[config.mk]
export PLATFORM = sky130hd
export DESIGN_NAME = motor_phase_decoder
export DESIGN_NICKNAME = d
export VERILOG_FILES = /design/src/rtl/motor_phase_decoder.sv
export SDC_FILE = /design/constraint.sdc
export NUM_CORES = 1
export LEC_CHECK = 0
export CAP_MARGIN = 20
export CORE_MARGIN = 4
export CORE_UTILIZATION = 53
export DETAILED_ROUTE_END_ITERATION = 8
export PLACE_DENSITY_LB_ADDON = 0.12
export SLEW_MARGIN = 20
export SYNTH_ARGS = -nofsm -noshare
export SYNTH_HDL_FRONTEND = slang
export SYNTH_SLANG_ARGS = --single-unit
export TNS_END_PERCENT = 5
[constraint.sdc]
create_clock -name clock -period 4.6 [get_ports clock]
set_input_delay 0.92 -clock clock [delete_from_list [all_inputs] [get_ports clock]]
set_output_delay 0.92 -clock clock [all_outputs]
set_load 0.005 [all_outputs]
[src/rtl/motor_phase_decoder.sv]
// Purpose : observes the four unipolar stepper coil lines {P,M,L,Y}, rebuilds step
//           pulses, direction and a signed position count, and flags illegal or skipped phases.
// Latency : outputs update on edge SYNC_STAGES+1 after a pin change (+DEB_CYCLES with DEBOUNCE_EN).
// Backpressure: none; this is a passive observer and never stalls. Pins are sampled every cycle.
//
// Optional feature macro: DEBOUNCE_EN
//   defined   -> a new synchronized pattern must stay constant for DEB_CYCLES cycles
//                before it is evaluated; shorter pulses are dropped silently.
//   undefined -> every synchronized pattern is evaluated on the next edge; no counter exists.
//
// Ports:
//   clock     in   system clock, rising edge
//   reset     in   asynchronous active-low reset
//   P,M,L,Y   in   coil drive lines, asynchronous to clock
//   clr_err   in   synchronous fault clear (level); only acts in the FAULT state
//   zero_pos  in   synchronous position clear (level); acts in every state
//   step      out  one-cycle pulse per accepted step
//   dir       out  direction of the last step, 1 = forward, 0 = reverse
//   pos       out  POS_W-bit two's complement step count, wraps modulo 2^POS_W
//   phase     out  last accepted phase index 0..3
//   locked    out  decoder is synchronized to a valid phase
//   err       out  sticky fault flag

module motor_phase_decoder #(
    parameter int POS_W       = 16,
    parameter int SYNC_STAGES = 2,
    parameter int DEB_CYCLES  = 4
) (
    input  logic             clock,
    input  logic             reset,
    input  logic             P,
    input  logic             M,
    input  logic             L,
    input  logic             Y,
    input  logic             clr_err,
    input  logic             zero_pos,
    output logic             step,
    output logic             dir,
    output logic [POS_W-1:0] pos,
    output logic [1:0]       phase,
    output logic             locked,
    output logic             err
);

    // Elaboration-time sanity check: one sync flop is not a synchronizer, and a
    // zero-length debounce window would never evaluate anything.
    if (SYNC_STAGES < 2 || DEB_CYCLES < 1) begin : g_bad_param
        $error("motor_phase_decoder: SYNC_STAGES must be >= 2 and DEB_CYCLES >= 1");
    end

    localparam logic [POS_W-1:0] POS_ONE = {{(POS_W-1){1'b0}}, 1'b1};

    // Coil patterns {P,M,L,Y} for the four legal phases.
    localparam logic [3:0] PAT_PH0 = 4'b1001;
    localparam logic [3:0] PAT_PH1 = 4'b1010;
    localparam logic [3:0] PAT_PH2 = 4'b0110;
    localparam logic [3:0] PAT_PH3 = 4'b0101;

    typedef enum logic [1:0] {
        ST_UNLOCKED = 2'd0,
        ST_LOCKED   = 2'd1,
        ST_FAULT    = 2'd2
    } state_t;

    // ------------------------------------------------------------------
    // Input synchronizer. All four lines travel together through the same
    // flop chain; a pattern caught mid-transition shows up as one transient
    // code, which is what the debounce option exists to filter.
    // ------------------------------------------------------------------
    logic [3:0] sync_q [SYNC_STAGES];
    logic [3:0] spat;

    always_ff @(posedge clock or negedge reset) begin
        if (!reset) begin
            for (int i = 0; i < SYNC_STAGES; i++) begin
                sync_q[i] <= 4'b0000;
            end
        end else begin
            sync_q[0] <= {P, M, L, Y};
            for (int i = 1; i < SYNC_STAGES; i++) begin
                sync_q[i] <= sync_q[i-1];
            end
        end
    end

    assign spat = sync_q[SYNC_STAGES-1];

    // ------------------------------------------------------------------
    // Evaluation source: either the raw synchronized pattern or the
    // debounced copy of it. eval_vld qualifies eval_pat for the FSM.
    // ------------------------------------------------------------------
    logic [3:0] eval_pat;
    logic       eval_vld;

`ifdef DEBOUNCE_EN
    localparam int CNT_W = (DEB_CYCLES > 1) ? $clog2(DEB_CYCLES) : 1;
    localparam logic [CNT_W-1:0] CNT_LAST = CNT_W'(DEB_CYCLES - 1);

    logic [3:0]       deb_pat;
    logic [CNT_W-1:0] deb_cnt;

    // deb_pat is a one-cycle-delayed copy of spat; deb_cnt counts how many
    // further cycles spat has matched it. A change restarts the count. Once
    // the count reaches DEB_CYCLES-1 the held pattern has been stable for
    // DEB_CYCLES cycles and stays eligible for as long as it remains stable
    // (saturating), so a pattern left in place after a fault clear still
    // gets evaluated in UNLOCKED.
    always_ff @(posedge clock or negedge reset) begin
        if (!reset) begin
            deb_pat <= 4'b0000;
            deb_cnt <= '0;
        end else if (spat != deb_pat) begin
            deb_pat <= spat;
            deb_cnt <= '0;
        end else if (deb_cnt != CNT_LAST) begin
            deb_cnt <= deb_cnt + 1'b1;
        end
    end

    // Evaluate the registered copy: on the edge where the window completes,
    // spat itself may already be moving on to the next pattern.
    assign eval_pat = deb_pat;
    assign eval_vld = (deb_cnt == CNT_LAST);
`else
    assign eval_pat = spat;
    assign eval_vld = 1'b1;
`endif

    // ------------------------------------------------------------------
    // Pattern decode.
    // ------------------------------------------------------------------
    logic       pat_ok;
    logic [1:0] pat_idx;

    always_comb begin
        pat_ok  = 1'b1;
        pat_idx = 2'd0;
        case (eval_pat)
            PAT_PH0: pat_idx = 2'd0;
            PAT_PH1: pat_idx = 2'd1;
            PAT_PH2: pat_idx = 2'd2;
            PAT_PH3: pat_idx = 2'd3;
            default: pat_ok  = 1'b0;
        endcase
    end

    // Distance from the accepted phase to the new one, modulo 4:
    // 0 = same, 1 = forward neighbour, 3 = reverse neighbour, 2 = skipped step.
    logic [1:0] delta;
    assign delta = pat_idx - phase;

    // ------------------------------------------------------------------
    // FSM: state register plus all registered outputs.
    // ------------------------------------------------------------------
    state_t           state, state_nxt;
    logic             step_nxt;
    logic             dir_nxt;
    logic [POS_W-1:0] pos_nxt;
    logic [1:0]       phase_nxt;
    logic             locked_nxt;
    logic             err_nxt;

    always_ff @(posedge clock or negedge reset) begin
        if (!reset) begin
            state  <= ST_UNLOCKED;
            step   <= 1'b0;
            dir    <= 1'b0;
            pos    <= '0;
            phase  <= 2'd0;
            locked <= 1'b0;
            err    <= 1'b0;
        end else begin
            state  <= state_nxt;
            step   <= step_nxt;
            dir    <= dir_nxt;
            pos    <= pos_nxt;
            phase  <= phase_nxt;
            locked <= locked_nxt;
            err    <= err_nxt;
        end
    end

    always_comb begin
        state_nxt = state;
        step_nxt  = 1'b0;
        dir_nxt   = dir;
        pos_nxt   = pos;
        phase_nxt = phase;
        err_nxt   = err;

        case (state)
            ST_UNLOCKED: begin
                // Illegal codes are expected here (power-up, after a fault) and
                // are not errors; lock onto the first legal phase without counting.
                if (eval_vld && pat_ok) begin
                    phase_nxt = pat_idx;
                    state_nxt = ST_LOCKED;
                end
            end

            ST_LOCKED: begin
                if (eval_vld) begin
                    if (!pat_ok || delta == 2'd2) begin
                        // Illegal code or a skipped phase: direction is unknowable,
                        // so position and phase are frozen at the last good step.
                        err_nxt   = 1'b1;
                        state_nxt = ST_FAULT;
                    end else if (delta == 2'd1) begin
                        step_nxt  = 1'b1;
                        dir_nxt   = 1'b1;
                        pos_nxt   = pos + POS_ONE;
                        phase_nxt = pat_idx;
                    end else if (delta == 2'd3) begin
                        step_nxt  = 1'b1;
                        dir_nxt   = 1'b0;
                        pos_nxt   = pos - POS_ONE;
                        phase_nxt = pat_idx;
                    end
                end
            end

            ST_FAULT: begin
                // Inputs are ignored until software acknowledges the fault.
                if (clr_err) begin
                    err_nxt   = 1'b0;
                    state_nxt = ST_UNLOCKED;
                end
            end

            default: begin
                state_nxt = ST_UNLOCKED;
            end
        endcase

        // Position clear overrides any count on the same edge; step and dir
        // above are left as computed.
        if (zero_pos) begin
            pos_nxt = '0;
        end

        locked_nxt = (state_nxt == ST_LOCKED);
    end

endmodule

==> results.sh <==
export IMPL_core_mm2=0.003716
export IMPL_place_hpwl_um=3000
export IMPL_numCtsBuffers=5
export IMPL_num_vias=1715
export IMPL_holdWs_ns=0.3477
export IMPL_dr_pass1_iters=4
export IMPL_place_congestion=0.8701
export IMPL_fin_crit_sh=0.8051
export IMPL_async_reset_ff_frac=1.000
export IMPL_layout_commonest_cell="dfrtp_1"
export IMPL_yosys_warnings=0
export IMPL_viasPerCell=5.736
export IMPL_ctsRootBufferMaster="clkbuf_8"
export IMPL_drv_cap=0
export IMPL_grt_overflow_total=0
export IMPL_place_area_mm2=0.002401
export IMPL_grt_total_usage=0.1893
export IMPL_power_frac_comb=0.515
export IMPL_grt_pass1_wl_um=7424
export IMPL_grt_setup_unrepaired="false"
export IMPL_p_leak_uw=0.001129
export IMPL_worst_slack_ns=0.8963
export IMPL_maxSlewViolCount=0
export IMPL_ant_nets=0
export IMPL_synth_seq_cells=32
export IMPL_fin_skew_ns=0.006009
export IMPL_p_per_area_mw_per_mm2=447.4
export IMPL_pwr_share_clk=0.184
export IMPL_outcome="complete, no violations"
export IMPL_start_util=0.5569
export IMPL_cp_start_kind="flip-flop"
export IMPL_end_kind="flip-flop"
export IMPL_fp_dieW_um=70.49
export IMPL_fp_dieH_um=70.49
export IMPL_wl_um=4282
export IMPL_clkSinkCount=32
export IMPL_relSlewSlack=0.5467
export IMPL_cts_tree="yes"
export IMPL_synth_area_per_cell_um2=9.407
export IMPL_dr_first_iter_drc_count=141
export IMPL_preCtsSetupSlack_ns=0.9757
export IMPL_period_minus_slack_ns=3.704
export IMPL_switching_share=0.4086
export IMPL_synth_edff_count=0
export IMPL_seqCellArea_um2=800.8
export IMPL_port_buffers=29
export IMPL_grt_pass1_vias=1645
export IMPL_postCtsSetupRepairBufs=0
export IMPL_crit_start="eval_pat[2]"
export IMPL_crit_type="flip-flop to flip-flop"
export IMPL_tns_ns=0
export IMPL_fin_area_mm2=0.002482
export IMPL_route_detailed_wl_per_inst_um=14.32
export IMPL_grt_max_degree=33
export IMPL_antenna_cells=0
export IMPL_nFillCells=301
export IMPL_holdCritStartpoint="sync_q[6]"
export IMPL_final_hold_viol_count=0
export IMPL_synth_distinct_cells=54
export IMPL_p_switching_uw=453.8
export IMPL_final_net_count=277
export IMPL_htreeDepth=2
export IMPL_rows=22
export IMPL_drive_gt1_frac=0.08765
export IMPL_synthToLayoutAreaGrowth_pct=19.95
export IMPL_fmax_mhz=270.0
export IMPL_drc=0
export IMPL_finalSetupViolCount=0
export IMPL_clk_pin_slew_ns=0.07
export IMPL_synthCells=220
export IMPL_power_internal_uw=656.7
export IMPL_antenna_found_initial=0
export IMPL_crit_path_max_fanout=22
export IMPL_fp_dieArea_mm2=0.004968
export IMPL_tightestPinTransition_ns=0.6778
export IMPL_synth_nets=246
export IMPL_multiInputGateArea_mm2=0.001209
export IMPL_worstSkewPairLatency_ns=0.29
export IMPL_worstPathRequired_ns=4.83
export IMPL_power_total_uw=1111
export IMPL_hold_buffers=0
export IMPL_layout_common_cells="dfrtp_1, clkdlybuf4s50_1, nand2_1"
export IMPL_clockBufferDepth=2
export IMPL_ys_flop_type="dfrtp_1"
export IMPL_cp_arrival_ns=3.93
export IMPL_rr_startpoint="eval_pat[2]"
export IMPL_ir_drop_uv=216.3
export IMPL_synth_area_mm2=0.002069
export IMPL_hold_class="flip-flop to flip-flop"
export IMPL_seq_power_share=0.301
export IMPL_cts_resized=0
export IMPL_num_io_pins=30
export IMPL_synth_seq_area_share=0.3869
==> stage by stage <==
step / cells / utilization
floorplan: 220 / -
global placement: 292 / 0.6461
detailed placement: 292 / 0.6461
CTS: 299 / 0.6680
global route: 299 / 0.6680
finish: 299 / 0.6680
==> worst max-delay path: stages (launching register included) <==
cell,delay (ns)
dfrtp_1,0.38
nor2b_1,0.17
nor3b_1,0.21
a31oi_1,0.09
ha_1,0.21
xnor2_1,0.33
nor4_2,0.11
nor2_4,0.46
ha_1,0.40
a21oi_1,0.28
o21ai_0,0.29
or2b_2,0.36
o311a_1,0.28
nand3_1,0.07
==> routing by layer <==
metal / vias to the layer above / track usage / part of all wire
met5: - / 0 / 0
met4: 0 / 0.09149 / 0.016
met3: 6 / 0.06187 / 0.053
met2: 40 / 0.2765 / 0.45
met1: 805 / 0.2507 / 0.48
li1: 864 / - / -
==> cells by family after synthesis <==
kind of cell,after synthesis,share of synthesized area
buffers and inverters,14,0.02902
AOI/OAI and AO/OA,71,0.2370
adders and majority gates,18,0.1125
xor gates and xnor gates,13,0.05502
and+or+nand+nor,70,0.1693
muxes,2,0.01028
DFF,32,0.3869
==> synth_stat cells, drive strengths merged (4+ instances only) <==
cell type,n,share of area
xnor2,8,0.034
nand3,6,0.015
a21oi,26,0.068
nand2,26,0.047
ha,17,0.10
a31oi,6,0.018
nor2,15,0.032
o21ai,10,0.026
buf,4,0.011
dfrtp,32,0.39
a21o,5,0.020
inv,7,0.013
xor2,5,0.021
==> path summary, 6_finish.rpt <==
| kind | endpoint | slack [ns] | cells past startpoint |
|---|---|---|---|
| hold reg to reg | eval_pat[2] | 0.35 | 0 |
| setup / recovery | pos[15] | 0.90 | 13 |
| min in group asynchronous | err | 1.02 | 2 |
| hold / removal | eval_pat[2] | 0.35 | 0 |
| max in group asynchronous | pos[0] | 3.28 | 2 |
| setup reg to reg | pos[15] | 0.90 | 13 |
==> registers in the layout, summed over array words and instances, names as in the netlist <==
signal,count
pos,16
eval_pat,4
sync_q,4
phase,2
state,2
dir,1
err,1
locked,1
step,1
==> final cells by class <==
cell class | count | share of cell area
well taps | 48 | 0.02419
repair buffers | 31 | 0.1230
inverters | 7 | 0.01058
clock inverters | 2 | 0.005040
multi-input cells | 174 | 0.4869
flip-flops and latches | 32 | 0.3226
clock buffers | 5 | 0.02772
==> power groups by stage <==
stage                     Combinational, uW  Sequential (uW)  Clock [uW]
after floorplan                         439              336           0
after global placement                  558              338           0
after detailed placement                564              340           0
after CTS                               571              334         212
after global routing                    643              340         227
final                                   572              334         204
Note: power is estimated with default switching activity, not from simulation.
